### src/rtl/game_pio_bank.sv
// Avalon-MM bank of NUM_OUT output channels (level or one-cycle strobe) and
// NUM_IN synchronised input lines with rising-edge capture and maskable irq.
module game_pio_bank #(
    parameter int                   NUM_OUT    = 4,
    parameter int                   DATA_W     = 32,
    parameter int                   NUM_IN     = 2,
    parameter logic [NUM_OUT-1:0]   PULSE_MASK = '0
) (
    input  logic                      clk_clk,
    input  logic                      reset_reset,
    input  logic [3:0]                address,
    input  logic                      chipselect,
    input  logic                      write,
    input  logic                      read,
    input  logic [DATA_W-1:0]         writedata,
    output logic [DATA_W-1:0]         readdata,
    output logic [NUM_OUT*DATA_W-1:0] out_data,
    input  logic [NUM_IN-1:0]         in_raw,
    output logic                      irq
);

    localparam logic [3:0] ADDR_SYNC   = 4'd8;
    localparam logic [3:0] ADDR_EDGE   = 4'd9;
    localparam logic [3:0] ADDR_MASK   = 4'd10;
    localparam logic [3:0] ADDR_STROBE = 4'd11;

    logic [DATA_W-1:0]  chan [NUM_OUT];
    logic [NUM_IN-1:0]  sync_meta, sync, sync_d;
    logic [NUM_IN-1:0]  edge_cap, irq_mask;
    logic [NUM_IN-1:0]  rise, edge_clr, edge_cap_next, irq_mask_next;
    logic [NUM_OUT-1:0] strobe_status;
    logic [DATA_W-1:0]  rd_mux;
    logic               wr_en, rd_en;

    assign wr_en = chipselect & write;
    assign rd_en = chipselect & read;

    // Output channels. Strobe channels fall back to 0 unless rewritten, so
    // back-to-back writes give contiguous one-cycle values.
    // NOTE: the channel array is a handful of output flops, not a RAM, so it
    // is reset like any other register; sequential state always uses <=.
    always_ff @(posedge clk_clk or posedge reset_reset) begin
        if (reset_reset) begin
            for (int k = 0; k < NUM_OUT; k++) chan[k] <= '0;
        end else begin
            for (int k = 0; k < NUM_OUT; k++) begin
                if (wr_en && address == 4'(k))
                    chan[k] <= writedata;
                else if (PULSE_MASK[k])
                    chan[k] <= '0;
            end
        end
    end

    // NOTE: every always_comb output gets a default first so no latch is inferred.
    always_comb begin
        out_data      = '0;
        strobe_status = '0;
        for (int k = 0; k < NUM_OUT; k++) begin
            out_data[k*DATA_W +: DATA_W] = chan[k];
            strobe_status[k]             = PULSE_MASK[k] & (|chan[k]);
        end
    end

    // Input path: two-flop synchroniser, one delay flop for edge detection.
    always_ff @(posedge clk_clk or posedge reset_reset) begin
        if (reset_reset) begin
            sync_meta <= '0;
            sync      <= '0;
            sync_d    <= '0;
        end else begin
            sync_meta <= in_raw;
            sync      <= sync_meta;
            sync_d    <= sync;
        end
    end

    assign rise = sync & ~sync_d;

    always_comb begin
        edge_clr      = '0;
        irq_mask_next = irq_mask;
        if (wr_en && address == ADDR_EDGE) edge_clr      = writedata[NUM_IN-1:0];
        if (wr_en && address == ADDR_MASK) irq_mask_next = writedata[NUM_IN-1:0];
        // A capture in the same cycle as its clear must survive.
        edge_cap_next = (edge_cap & ~edge_clr) | rise;
    end

    always_ff @(posedge clk_clk or posedge reset_reset) begin
        if (reset_reset) begin
            edge_cap <= '0;
            irq_mask <= '0;
            irq      <= 1'b0;
        end else begin
            edge_cap <= edge_cap_next;
            irq_mask <= irq_mask_next;
            irq      <= |(edge_cap_next & irq_mask_next);
        end
    end

    // Read mux sees pre-write state, so a same-cycle read/write returns old data.
    always_comb begin
        rd_mux = '0;
        case (address)
            ADDR_SYNC:   rd_mux[NUM_IN-1:0]  = sync;
            ADDR_EDGE:   rd_mux[NUM_IN-1:0]  = edge_cap;
            ADDR_MASK:   rd_mux[NUM_IN-1:0]  = irq_mask;
            ADDR_STROBE: rd_mux[NUM_OUT-1:0] = strobe_status;
            default: begin
                for (int k = 0; k < NUM_OUT; k++)
                    if (address == 4'(k)) rd_mux = chan[k];
            end
        endcase
    end

    always_ff @(posedge clk_clk or posedge reset_reset) begin
        if (reset_reset)
            readdata <= '0;
        else if (rd_en)
            readdata <= rd_mux;
    end

endmodule

### config.mk
export PLATFORM = sky130hd
export DESIGN_NAME = game_pio_bank
export DESIGN_NICKNAME = d
export VERILOG_FILES = /design/src/rtl/game_pio_bank.sv
export SDC_FILE = /design/constraint.sdc
export NUM_CORES = 1
export LEC_CHECK = 0
export BUFFER_PORTS_ARGS = -buffer_cell sky130_fd_sc_hd__buf_4
export CORE_MARGIN = 2
export CORE_UTILIZATION = 54
export CTS_BUF_LIST = sky130_fd_sc_hd__clkbuf_8
export DETAILED_ROUTE_END_ITERATION = 16
export GPL_ROUTABILITY_DRIVEN = 0
export GPL_TIMING_DRIVEN = 0
export PLACE_DENSITY = 0.82
export SLEW_MARGIN = 25
export SYNTH_ARGS = -nofsm -noshare
export SYNTH_HDL_FRONTEND = slang
export SYNTH_SLANG_ARGS = --single-unit
### constraint.sdc
create_clock -name clk_clk -period 7.3 [get_ports clk_clk]
set_input_delay 1.095 -clock clk_clk [delete_from_list [all_inputs] [get_ports clk_clk]]
set_output_delay 1.095 -clock clk_clk [all_outputs]
set_load 0.03 [all_outputs]
# Word level (Yosys, flattened, before mapping)
# Index checks and enable logic that the tools add are counted.
# op_classes
eq_ne	7
n_mux	9
bitwise	8
n_reduce_logical	9
# op_table
operator	n
$mux 32	4
$mux 28	1
$eq 4x4->1 const B	4
$eq 4x2->1 const B	2
$pmux 2 s4	1
$and 2x2->2	3
$logic_and 1x1->1	6
$mux 2	3
$eq 4x1->1 const B	1
$logic_not 4->1	1
$not 2->2	2
$reduce_or 4->1	1
$and 1x1->1	2
$or 2x2->2	1
$reduce_or 2->1	1
# totals
ff_bits	171
in_bits	43
out_inout_bits	161
elab_cells	44

# Longest topological paths before layout
# logic_depth
depth_word	8
ltp_mapped	6
ltp_nobuf	4

# Worst setup path after synthesis
# OpenSTA, ideal clock, no wires.
# synth_path
kind	input -> register
start	input address[0]
end	register readdata[10]
setup_time_ns	0.121
t_arrival_ns	2.355
required_ns	7.179
slack_ns	4.824
stages	4
n_path_buf	2
cell_sequence	buf_2 > buf_2 > mux4_2 > a22o_1
# synth_between
elab_chain_len	6
word_cells_on_any_way	14
classes_between	eq/ne: 7; mux: 5; reduce/logical: 2
# synth_rtl
item	line_no	source
from (decl)	11	input logic [3:0] address,
$logic_not 4->1	111	if (address == 4'(k)) rd_mux = chan[k];
$mux 32 (4 in a row)	111	
$mux 28 (*)	104	case (address)
to (signal assigned)	120	readdata <= rd_mux;
to (decl)	16	output logic [DATA_W-1:0] readdata,
# Mark *: on every way between the ends. The rest lies on a longest branch, timed or not.
# A chain may end at the register's enable or synchronous reset.

# Worst setup path in the final report
# layout_path
start	input address[3]
end	register chan, in the netlist out_data[102]
# layout_between
elab_chain_len	2
# layout_rtl
item	line_no	source
$eq 4x2->1	47	if (wr_en && address == 4'(k))
$logic_and 1x1->1	47	
to (signal, indexed assignment)	48	chan[k] <= writedata;
to (decl)	27	logic [DATA_W-1:0] chan [NUM_OUT];
# No other way between the ends.

==> flow_summary.toml <==
[yosys]
synth_compound_area_frac = 0.0468
synth_cell_type_count = 30
ys.warnings.count = 0
yosys.area_share.simple = 0.0175
synth_top_family_by_area = "multiplexers"
synthMuxAreaShare = 0.320
synth-seq-cells = 171
syn_nets = 474
synth-xor-area-share = 0
syn_area_um2 = 7240
synth_adder_area_share = 0
syn_inst = 431
synth-seq-area-share = 0.591
syn_area_per_cell_um2 = 16.8

[placed_design]
io_buffers = 202
dpl.hpwl_um = 12500
dp_cells = 810

[critical_path]
cp.arrival_ps = 2890
critPathKind = "in -> reg"
setup.worst_path.end_class = "register"
cp_max_fo = 10
required_ps = 7640
worstSetupStartpointType = "input pin"

[route]
first_iter_violations = 294
vias = 4729
finalWirelength_um = 17800
final_antenna_net_count = 0
wl_per_cell_um = 21.2
via_per_inst = 5.63
drc = 0
drt_first_pass_iters = 4

[timing]
rsz0062_at_grt = "no"
fin_crit_ps = 2550
fin_skew_ps = 8.54
finalCritPeriodShare = 0.350
finalHoldViolations = 0
worst_slew_pin_slew_ps = 724
finalSetupTns_ps = 0
finalSetupViolCount = 0
timing.fmax_mhz = 392
maxSlewViolCount = 0
whs_ps = 355
relSlewSlack = 0.518

[floorplanning]
row_count = 42
core_um2 = 13200
die_area_um2 = 14400
fp.dieH_um = 120
pin_count = 204
die_x_um = 120
start_util = 0.549

[power_and_ir_drop]
report.power.total_uw = 2890
p_switching_uw = 963
pwr-share-comb = 0.315
p_seq_frac = 0.427
clkPwrFrac = 0.258
power.internal_uw = 1920
vdd_drop_max_mv = 0.164
switching_share = 0.333
cellPowerDensity_nw_per_um2 = 305
p_leak_uw = 0.00473

[clock_tree]
cts_sinks = 171
cts.clk_slew.worst_paths_ps = 90
cts_buffer_depth = 2
numCtsBuffers = 17
holdBufCountCts = 0
cts_setup_buffers = 0
post_cts_resized = 0
h-tree-depth = 4
clock_latency_ps = 460
cts_tree = "built"
root_buffer = "clkbuf_8"

[global_route]
grt_max_degree = 87
grt_first_pass_wirelength_um = 27600
antenna_found_initial = 0
overflow = 0
grt_pass1_vias = 5018
gr-usage-all-layers = 0.255

[min_path]
hp-class = "reg -> reg"

[layout]
nFillCells = 864
fin_nets = 696
mostFrequentLayoutCells = "buf_4 (202), dfrtp_1 (171), mux2_2 (96)"
final_common_cell = "buf_4"
drive_gt1_frac = 0.622
diodes = 0
syn_to_final_growth_pct = 30.6
instances_no_fill = 840

[outcome]
status = "complete, no violations"

[job]
drv_cap = 0
==> worst max-delay path: stages <==
cell and delay [ps]:
buf_4 120, buf_2 180, nor4_2 640, buf_2 450, mux2_2 390
==> power by group through the flow <==
stage / logic (uW) / registers [uW] / clock network, uW
after CTS: 917 / 1230 / 756
final: 909 / 1230 / 746
after global routing: 950 / 1250 / 794
after global placement: 896 / 1240 / 0
after floorplan: 259 / 1540 / 0
after detailed placement: 917 / 1250 / 0
==> stage by stage <==
step | setup slack (ps) | area [um2] | util
floorplan | 1570 | 7240 | -
global placement | 85.8 | 8980 | 0.681
detailed placement | 4250 | 9010 | 0.683
CTS | 4740 | 9460 | 0.717
global route | 4720 | 9460 | 0.717
finish | 4750 | 9460 | 0.717
==> flip-flops by register name (all words and copies together) (netlist names) <==
| register | flops |
|---|---|
| sync_meta | 2 |
| readdata | 32 |
| irq | 1 |
| sync_d | 2 |
| edge_cap | 2 |
| out_data | 128 |
| sync | 2 |
| irq_mask | 2 |
==> metal layers <==
metal | global-route usage | wire (um) | vias up
met5 | 0 | 0 | -
met4 | 0.0860 | 364 | 0
met3 | 0.0594 | 991 | 31
met2 | 0.425 | 9290 | 150
met1 | 0.332 | 7170 | 2494
li1 | - | - | 2054
==> cell usage after synthesis <==
| library cell | instances | area share |
|---|---|---|
| nand4b_1 | 3 | 0.0036 |
| a22o_1 | 31 | 0.037 |
| mux2_2 | 96 | 0.15 |
| a2111oi_0 | 2 | 0.0024 |
| buf_6 | 4 | 0.0062 |
| mux4_2 | 31 | 0.096 |
| mux2_1 | 4 | 0.0062 |
| nand2_1 | 5 | 0.0026 |
| nor4_2 | 1 | 0.0017 |
| inv_1 | 6 | 0.0031 |
| nand2b_1 | 1 | 0.00086 |
| nor2b_1 | 1 | 0.00086 |
| a2bb2oi_1 | 1 | 0.0012 |
| o21ai_0 | 1 | 0.00069 |
| a2bb2o_1 | 1 | 0.0014 |
| buf_1 | 3 | 0.0016 |
| dfrtp_1 | 171 | 0.59 |
| mux2_4 | 30 | 0.062 |
| or4b_1 | 1 | 0.0014 |
| a21oi_1 | 2 | 0.0014 |
| a32o_1 | 1 | 0.0014 |
| nor3_2 | 1 | 0.0014 |
| and4b_1 | 1 | 0.0014 |
| buf_2 | 16 | 0.011 |
| clkbuf_1 | 6 | 0.0031 |
| a31oi_1 | 1 | 0.00086 |
| and2_1 | 1 | 0.00086 |
| mux2i_1 | 4 | 0.0055 |
| nor2_1 | 4 | 0.0021 |
| nor3_1 | 1 | 0.00069 |
==> worst paths after layout <==
kind                                    startpoint                         to  slack, ps  cells after the start
max                                     address[3]  out_data[102]$_DFFE_PP0P_       4750                      5
min                         sync_meta[1]$_DFF_PP0_          sync[1]$_DFF_PP0_        360                      0
max reg2reg                out_data[1]$_DFFE_PP0P_    readdata[1]$_DFFE_PP0P_       5870                      4
min reg2reg                 sync_meta[1]$_DFF_PP0_          sync[1]$_DFF_PP0_        360                      0
max in group asynchronous              reset_reset   out_data[64]$_DFFE_PP0P_       5810                      3
min in group asynchronous              reset_reset   out_data[49]$_DFFE_PP0P_        680                      2
==> area by class of cell <==
type / count / area (um2) / area share
clock inverter: 12 / 196 / 0.0208
tap: 176 / 220 / 0.0233
inverter: 6 / 30.0 / 0.00318
timing repair buffer: 203 / 1540 / 0.163
multi-input combinational: 225 / 2780 / 0.294
clock buffer: 18 / 248 / 0.0262
buffer: 29 / 159 / 0.0168
sequential: 171 / 4280 / 0.453
==> cell families after synthesis <==
| group | after synthesis |
|---|---|
| AOI/OAI and AO/OA | 40 |
| muxes | 165 |
| buffers and inverters | 35 |
| DFF | 171 |
| and+or+nand+nor | 20 |
(Power assumes the default switching activity.)
